===== src/rtl/biu_axi3_rd_burst.sv =====
// AXI3 read-burst bus interface for cache line fills.
// Issues one WRAP burst per accepted request and forwards the returned beats to the
// cache core. Bursts still in flight when a flush arrives are drained and dropped.
module biu_axi3_rd_burst #(
    parameter int DATA_SIZE       = 32,
    parameter int ADDR_SIZE       = 32,
    parameter int BURST_BEATS     = 8,
    parameter int MAX_OUTSTANDING = 2,
    parameter int AXI_ID          = 0
) (
    input  logic                 ACLK,
    input  logic                 ARESET,
    input  logic                 req_valid,
    output logic                 req_ready,
    input  logic [ADDR_SIZE-1:0] req_addr,
    input  logic                 flush,
    output logic                 busy,
    output logic [3:0]           ARID,
    output logic [ADDR_SIZE-1:0] ARADDR,
    output logic [3:0]           ARLEN,
    output logic [2:0]           ARSIZE,
    output logic [1:0]           ARBURST,
    output logic                 ARVALID,
    input  logic                 AXI_ARREADY,
    input  logic [3:0]           AXI_RID,
    input  logic [DATA_SIZE-1:0] AXI_RDATA,
    input  logic [1:0]           AXI_RRESP,
    input  logic                 AXI_RLAST,
    input  logic                 AXI_RVALID,
    output logic                 RREADY,
    output logic                 rsp_valid,
    output logic [DATA_SIZE-1:0] rsp_data,
    output logic                 rsp_last,
    output logic                 rsp_err,
    input  logic                 rsp_ready
);

    localparam int BYTE_LSB = $clog2(DATA_SIZE / 8);
    localparam logic [ADDR_SIZE-1:0] ADDR_LSB_MASK = ADDR_SIZE'((64'd1 << BYTE_LSB) - 64'd1);
    localparam logic [3:0] MAX_OUT_C = 4'(MAX_OUTSTANDING);

    typedef enum logic [0:0] {
        AR_IDLE = 1'b0,
        AR_PEND = 1'b1
    } ar_state_t;

    ar_state_t              ar_state_r;
    ar_state_t              ar_state_s;
    logic [ADDR_SIZE-1:0]   araddr_r;
    logic [3:0]             inflight_r;
    logic [3:0]             inflight_s;
    logic [3:0]             discard_r;
    logic [3:0]             discard_s;
    logic                   req_accept_s;
    logic                   r_last_hs_s;
    logic                   last_dec_s;
    logic                   unused_ok_s;

    // RID is not checked (single ID in use) and RRESP[0] only separates OKAY from EXOKAY.
    assign unused_ok_s = ^{AXI_RID, AXI_RRESP[0]};

    // Constant AR payload fields; the address is the only per-burst field.
    assign ARID    = 4'(AXI_ID);
    assign ARLEN   = 4'(BURST_BEATS - 1);
    assign ARSIZE  = 3'(BYTE_LSB);
    assign ARBURST = (BURST_BEATS > 1) ? 2'b10 : 2'b01;
    assign ARADDR  = araddr_r;
    assign ARVALID = (ar_state_r == AR_PEND);

    assign busy         = (inflight_r != 4'd0);
    assign req_accept_s = req_valid && req_ready;
    assign r_last_hs_s  = AXI_RVALID && RREADY && AXI_RLAST;
    // Guard against a stray RLAST with nothing outstanding wrapping the counter.
    assign last_dec_s   = r_last_hs_s && (inflight_r != 4'd0);

    // Beat payload passes straight through; only RRESP[1] marks SLVERR/DECERR.
    assign rsp_data = AXI_RDATA;
    assign rsp_last = AXI_RLAST;
    assign rsp_err  = AXI_RRESP[1];

    // Request acceptance: one AR at a time, bounded outstanding count, never during flush.
    always_comb begin
        if (!ARVALID && (inflight_r < MAX_OUT_C) && !flush) begin
            req_ready = 1'b1;
        end else begin
            req_ready = 1'b0;
        end
    end

    // R channel steering: drain unconditionally while discarding, else follow the core.
    always_comb begin
        if (discard_r != 4'd0) begin
            RREADY    = 1'b1;
            rsp_valid = 1'b0;
        end else begin
            RREADY    = rsp_ready;
            rsp_valid = AXI_RVALID;
        end
    end

    // AR channel next state: wait for a request, then hold until the slave takes it.
    always_comb begin
        ar_state_s = ar_state_r;
        case (ar_state_r)
            AR_IDLE: begin
                if (req_accept_s) begin
                    ar_state_s = AR_PEND;
                end else begin
                    ar_state_s = AR_IDLE;
                end
            end
            AR_PEND: begin
                if (AXI_ARREADY) begin
                    ar_state_s = AR_IDLE;
                end else begin
                    ar_state_s = AR_PEND;
                end
            end
            default: ar_state_s = AR_IDLE;
        endcase
    end

    // Outstanding-burst and discard counter updates; a flush snapshots the post-update count.
    always_comb begin
        inflight_s = inflight_r + {3'b000, req_accept_s} - {3'b000, last_dec_s};
        if (flush) begin
            discard_s = inflight_s;
        end else if ((discard_r != 4'd0) && r_last_hs_s) begin
            discard_s = discard_r - 4'd1;
        end else begin
            discard_s = discard_r;
        end
    end

    // AR state and address register; address is captured word-aligned on accept.
    always_ff @(posedge ACLK) begin
        if (ARESET) begin
            ar_state_r <= AR_IDLE;
            araddr_r   <= {ADDR_SIZE{1'b0}};
        end else begin
            ar_state_r <= ar_state_s;
            if (req_accept_s) begin
                araddr_r <= req_addr & ~ADDR_LSB_MASK;
            end
        end
    end

    // Counter registers.
    always_ff @(posedge ACLK) begin
        if (ARESET) begin
            inflight_r <= 4'd0;
            discard_r  <= 4'd0;
        end else begin
            inflight_r <= inflight_s;
            discard_r  <= discard_s;
        end
    end

endmodule


===== config.mk =====
export PLATFORM = sky130hd
export DESIGN_NAME = biu_axi3_rd_burst
export DESIGN_NICKNAME = d
export VERILOG_FILES = /design/src/rtl/biu_axi3_rd_burst.sv
export SDC_FILE = /design/constraint.sdc
export NUM_CORES = 1
export LEC_CHECK = 0
export CAP_MARGIN = 20
export CORE_UTILIZATION = 33
export DETAILED_ROUTE_END_ITERATION = 16
export HOLD_SLACK_MARGIN = 0.08
export PLACE_DENSITY = 0.84
export SYNTH_ARGS = -nofsm -noshare
export SYNTH_HDL_FRONTEND = slang
export SYNTH_SLANG_ARGS = --single-unit
export TNS_END_PERCENT = 100

===== constraint.sdc =====
create_clock -name ACLK -period 3.4 [get_ports ACLK]
set_input_delay 0.51 -clock ACLK [delete_from_list [all_inputs] [get_ports ACLK]]
set_output_delay 0.51 -clock ACLK [all_outputs]
set_load 0.03 [all_outputs]

* Yosys cells after proc, flatten, opt, wreduce, memory -nomap -nowiden *
Cells that the tools add are included.

word-level totals
  bits in registers = 39
  word-level logic and storage cells = 29

operators by class
  add/sub/neg operators = 3
  order comparisons = 1
  mux-type cells = 8
  reduce and logical (&&, ||, !) cells = 12
  bitwise gates (word level) = 1

operators by type and width
  cell                   number
  $mux W4                2
  $reduce_bool A4 Y1     2
  $logic_and A1 B1 Y1    7
  $mux W1                5
  $add A4 B1 Y4          1
  $lt A4 B2 Y1 const B   1
  $sub A4 B1 Y4          1
  $sub A4 B1 Y4 const B  1
  $logic_not A1 Y1       2
  $pmux W1 S2            1
  $reduce_bool A2 Y1     1
  $not A1 Y1             1

* Depth between registers and ports, before layout *
  depth after elaboration = 8
  mapped depth = 14

* Worst setup path before layout *
OpenSTA, ideal clock, no wires.

  path type = input port to flip-flop
  start = in flush
  end = reg discard_r[1]
  library setup time = 0.106 ns
  slack = 0.375 ns
  required time = 3.294 ns
  data arrival time = 2.919 ns
  stages on the path = 11
  cell sequence = nor4b_2 -> and2_1 -> buf_4 -> inv_4 -> buf_6 -> ha_1 -> inv_1 -> ha_1 -> inv_1 -> fa_1 -> o311ai_0

between the ends
  cells in the longest elaborated chain, start to end = 7
  elaborated cells between the ends (all ways) = 8

RTL lines
  what                  line  text
  from (decl)           16    input logic flush,
  $logic_not A1 Y1      83    if (!ARVALID && (inflight_r < MAX_OUT_C) && !flush) begin
  $logic_and A1 B1 Y1   83
  $mux W1               83
  $logic_and A1 B1 Y1   71    assign req_accept_s = req_valid && req_ready;
  $add A4 B1 Y4         125   inflight_s = inflight_r + {3'b000, req_accept_s} - {3'b000, last_dec_s};
  $sub A4 B1 Y4         125
  $mux W4               126   if (flush) begin
  to (signal assigned)  155   discard_r <= discard_s;
  to (decl)             52    logic [3:0] discard_r;

Several ways; a longest one is shown, not always the timed one.
A chain may end at the register's enable or synchronous reset.

* Worst setup path in the final report *
Ends and elaborated chain as after synthesis.

==> impl_results.md <==
- Total half-perimeter wirelength after legalization and detailed placement: 2790 um
- Reported leakage power: 0.936 nW
- RSZ-0062 raised after global routing: false
- Clock Tree Buf Depth: 2
- Worst reg-to-reg setup slack: 0.65 ns
- Post-Syn Instances: 246
- Data arrival time of the critical path: 3.02 ns
- Core ar.: 5920 sq um
- Die footprint: 6440 sq um
- Detailed-route DRC error count: 0
- Number of warnings reported in the yosys synthesis log: 0
- Total global-route track usage: 12.1%
- Number of vias per cell after detailed routing: 4.36
- Vias in the first global route: 1360
- Classification of the worst setup path: in2reg
- CTS tree: built
- Share of synthesized area occupied by flip-flops and latches: 38.6%
- Setup bufs post-CTS: 0
- Final routed wire length divided by cell count: 10.9 um
- Die extent in y: 80.3 um
- Result of the run: finished, final reports clean
- Number of nets in the layout: 368
- Effective utilization at floorplan: 34.2%
- Number of antenna violations at the first check in global routing: 0
- Time the final worst path needs with I/O delays and setup: 2.86 ns
- Number of detailed-routing iterations run before antenna repair: 4
- FF-to-FF path depth: 11
- Total gr overflow: 0
- First-iteration detailed-routing DRC count: 32
- Avg Inst Size Synth: 8.22 sq um
- Number of maximum-capacitance violations: 0
- Number of cells on the critical path: 10
- Critical path's top delay family: adder cells
- Power density cells: 617 nW/um^2
- Crit Path Max Fanout: 7
- Quantity of I/O buffers inserted on ports: 73
- Worst setup path start: flush
- Post-CTS clock slew at the launch and capture registers of the worst setup and hold paths: 0.07 ns
- Clock Skews: 0.00615 ns
- Post-layout util: 42.6%
- Number of endpoints failing setup at the final stage: 0
- Max-slew violation count: 0
- Number of buffers added by the clock tree synthesis step: 5
- Crit path to: discard_r[1]$_SDFFE_PP0P_
- Clock latency reported for the late side of the worst-skew pair: 0.28 ns
- Worst Hold Launch: ARADDR[24]$_SDFFE_PP0P_
- Master of the slowest instance on the critical path: sky130_fd_sc_hd__clkdlybuf4s50_1
- Count of cell types in the netlist: 31
- Largest vdd supply drop: 407 uV
- Layout cell share with drive strength beyond 1: 3.91%
- Least setup slack across all paths after layout: 0.542 ns
- Minimum hold slack: 0.453 ns
- Slowest Stage Delay on Critical Path: 0.56 ns
- Final GP Congestion: 0.824
- Syn Std Cell Area: 2020 sq um
- Final TNS setup: 0 ns
- Largest net degree at the start of global routing: 41
- CP Launch Type: input pin
- Htree depth: 2
- Yosys reg bits: 39
- Count of clock tree sinks: 39
- Root buf cell: sky130_fd_sc_hd__clkbuf_8
- Number of antenna repair diodes: 0
- Most common cell after layout, fill and taps aside: sky130_fd_sc_hd__clkdlybuf4s50_1
- Category of the worst setup path capture point: register
- Remaining number of nets flagged by the antenna check after routing: 0
- Commonest cells after routing, fill and taps aside: 73 x sky130_fd_sc_hd__clkdlybuf4s50_1, 62 x sky130_fd_sc_hd__nand2_1, 39 x sky130_fd_sc_hd__dfxtp_1, 31 x sky130_fd_sc_hd__a21oi_1, 15 x sky130_fd_sc_hd__conb_1
- Post-CTS Resized: 0
- Post-placement setup slack: 0.235 ns
- Number of primary I/O pins: 162
- Worst reg2reg endpoint: discard_r[1]$_SDFFE_PP0P_
- Number of buffers added to fix hold violations after cts: 0
- Overall die width: 80.3 um
- Vias post-DR: 1552
- Final hold violation count: 0
- Count of buffering cells on the critical path with inverters included: 4
- Reg-to-reg startpoint: discard_r[0]$_SDFFE_PP0P_
- Number of standard-cell rows in the floorplan: 28
- Final worst-path cycle share: 84.0%
- Worst-path cell chain: clkdlybuf4s50_1, nor4b_2, and2_1, inv_4, ha_1, inv_1, ha_1, inv_1, fa_1, o311ai_0
- Required time at the worst-slack endpoint: 3.56 ns
- Routed wire length: 3900 um
- Max Fclk: 350 MHz
- HP Class: reg2reg
- Filler instances: 589
- Global-route wire length before repair: 6000 um
- Post-synthesis to final-layout area growth: 24.8%
-- cell type report --
class                      instances  area, sq um  area share [%]
sequential                        39          781            31.0
multi-input combinational        149          778            30.9
timing repair buffer              76          753            29.9
clock buffer                       6         72.6            2.88
inverter                          11         43.8            1.74
tap                               75         93.8            3.72
-- worst min-delay path, delay by kind of cell (launching register included) --
| kind | cells | cell delay [ns] |
|---|---|---|
| simple gates | 1 | 0.05 |
| compound gates | 1 | 0.05 |
| flops | 1 | 0.31 |
-- cells by family (layout without fill, tap and decap cells) --
kind of cell               Yosys count  after routing  share of synthesized area, %
AOI/OAI and AO/OA                   39             39                          10.6
xor gates and xnor gates             3              3                          1.30
adders and majority gates            8              8                          5.32
buffers and inverters               71             93                          25.3
DFF                                 39             39                          38.6
other                                2             15                         0.371
and+or+nand+nor                     84             84                          18.4
-- metal layers --
layer	track usage [%]	part of all wire [%]
met2	22.7	49
met4	4.46	1.2
met5	0	0
met3	3.98	7.3
met1	12.4	42
-- power breakdown --
part	total (W)	leakage [nW]	internal (W)	switching [W]
Combinational	0.000692	0.581	0.000298	0.000394
Sequential	0.000581	0.318	0.000534	0.0000465
Clock	0.000283	0.0371	0.000137	0.000146
Total	0.00156	0.936	0.000969	0.000587
-- how the worst min path moves through the flow --
stage | endpoint | slack, ns | depth (start not counted)
finish | ARADDR[24]$_SDFFE_PP0P_ | 0.45 | 2
global route | ARADDR[11]$_SDFFE_PP0P_ | 0.47 | 2
CTS | ARADDR[24]$_SDFFE_PP0P_ | 0.46 | 2
detailed placement | ARADDR[24]$_SDFFE_PP0P_ | 0.45 | 2
global placement | ARADDR[12]$_SDFFE_PP0P_ | 0.44 | 2
floorplan | discard_r[0]$_SDFFE_PP0P_ | 0.55 | 2
-- state kept, by name, indices dropped and copies added (netlist names) --
name,cells
ARVALID,1
discard_r,4
ARADDR,30
inflight_r,4
-- Yosys cell counts, drive strengths merged --
master / number / area share, %
o311ai: 1 / 0.43
ha: 7 / 4.3
buf: 56 / 22
a211oi: 4 / 1.5
fa: 1 / 0.99
conb: 2 / 0.37
xor2: 1 / 0.43
clkbuf: 4 / 1.2
nand4bb: 1 / 0.56
and3: 1 / 0.31
nor3b: 1 / 0.37
nor2: 5 / 0.93
a21oi: 32 / 8.1
inv: 11 / 2.2
nand2: 62 / 12
and2: 2 / 0.62
nand2b: 2 / 0.62
a21o: 1 / 0.37
xnor2: 2 / 0.87
and3b: 1 / 0.43
dfxtp: 39 / 39
nand3: 2 / 0.50
o21ai: 1 / 0.25
nor2b: 2 / 0.62
nor4b: 1 / 0.74
or4: 2 / 0.74
nor3: 2 / 0.50
-- metrics by stage --
step	instances	total power, W	area (sq um)
after floorplan	259	0.00115	2070
after global placement	350	0.00127	2450
after detailed placement	350	0.00128	2450
after CTS	356	0.00158	2520
after global routing	356	0.00167	2520
final	356	0.00156	2520
No activity file was read; power rests on OpenSTA's default activity.
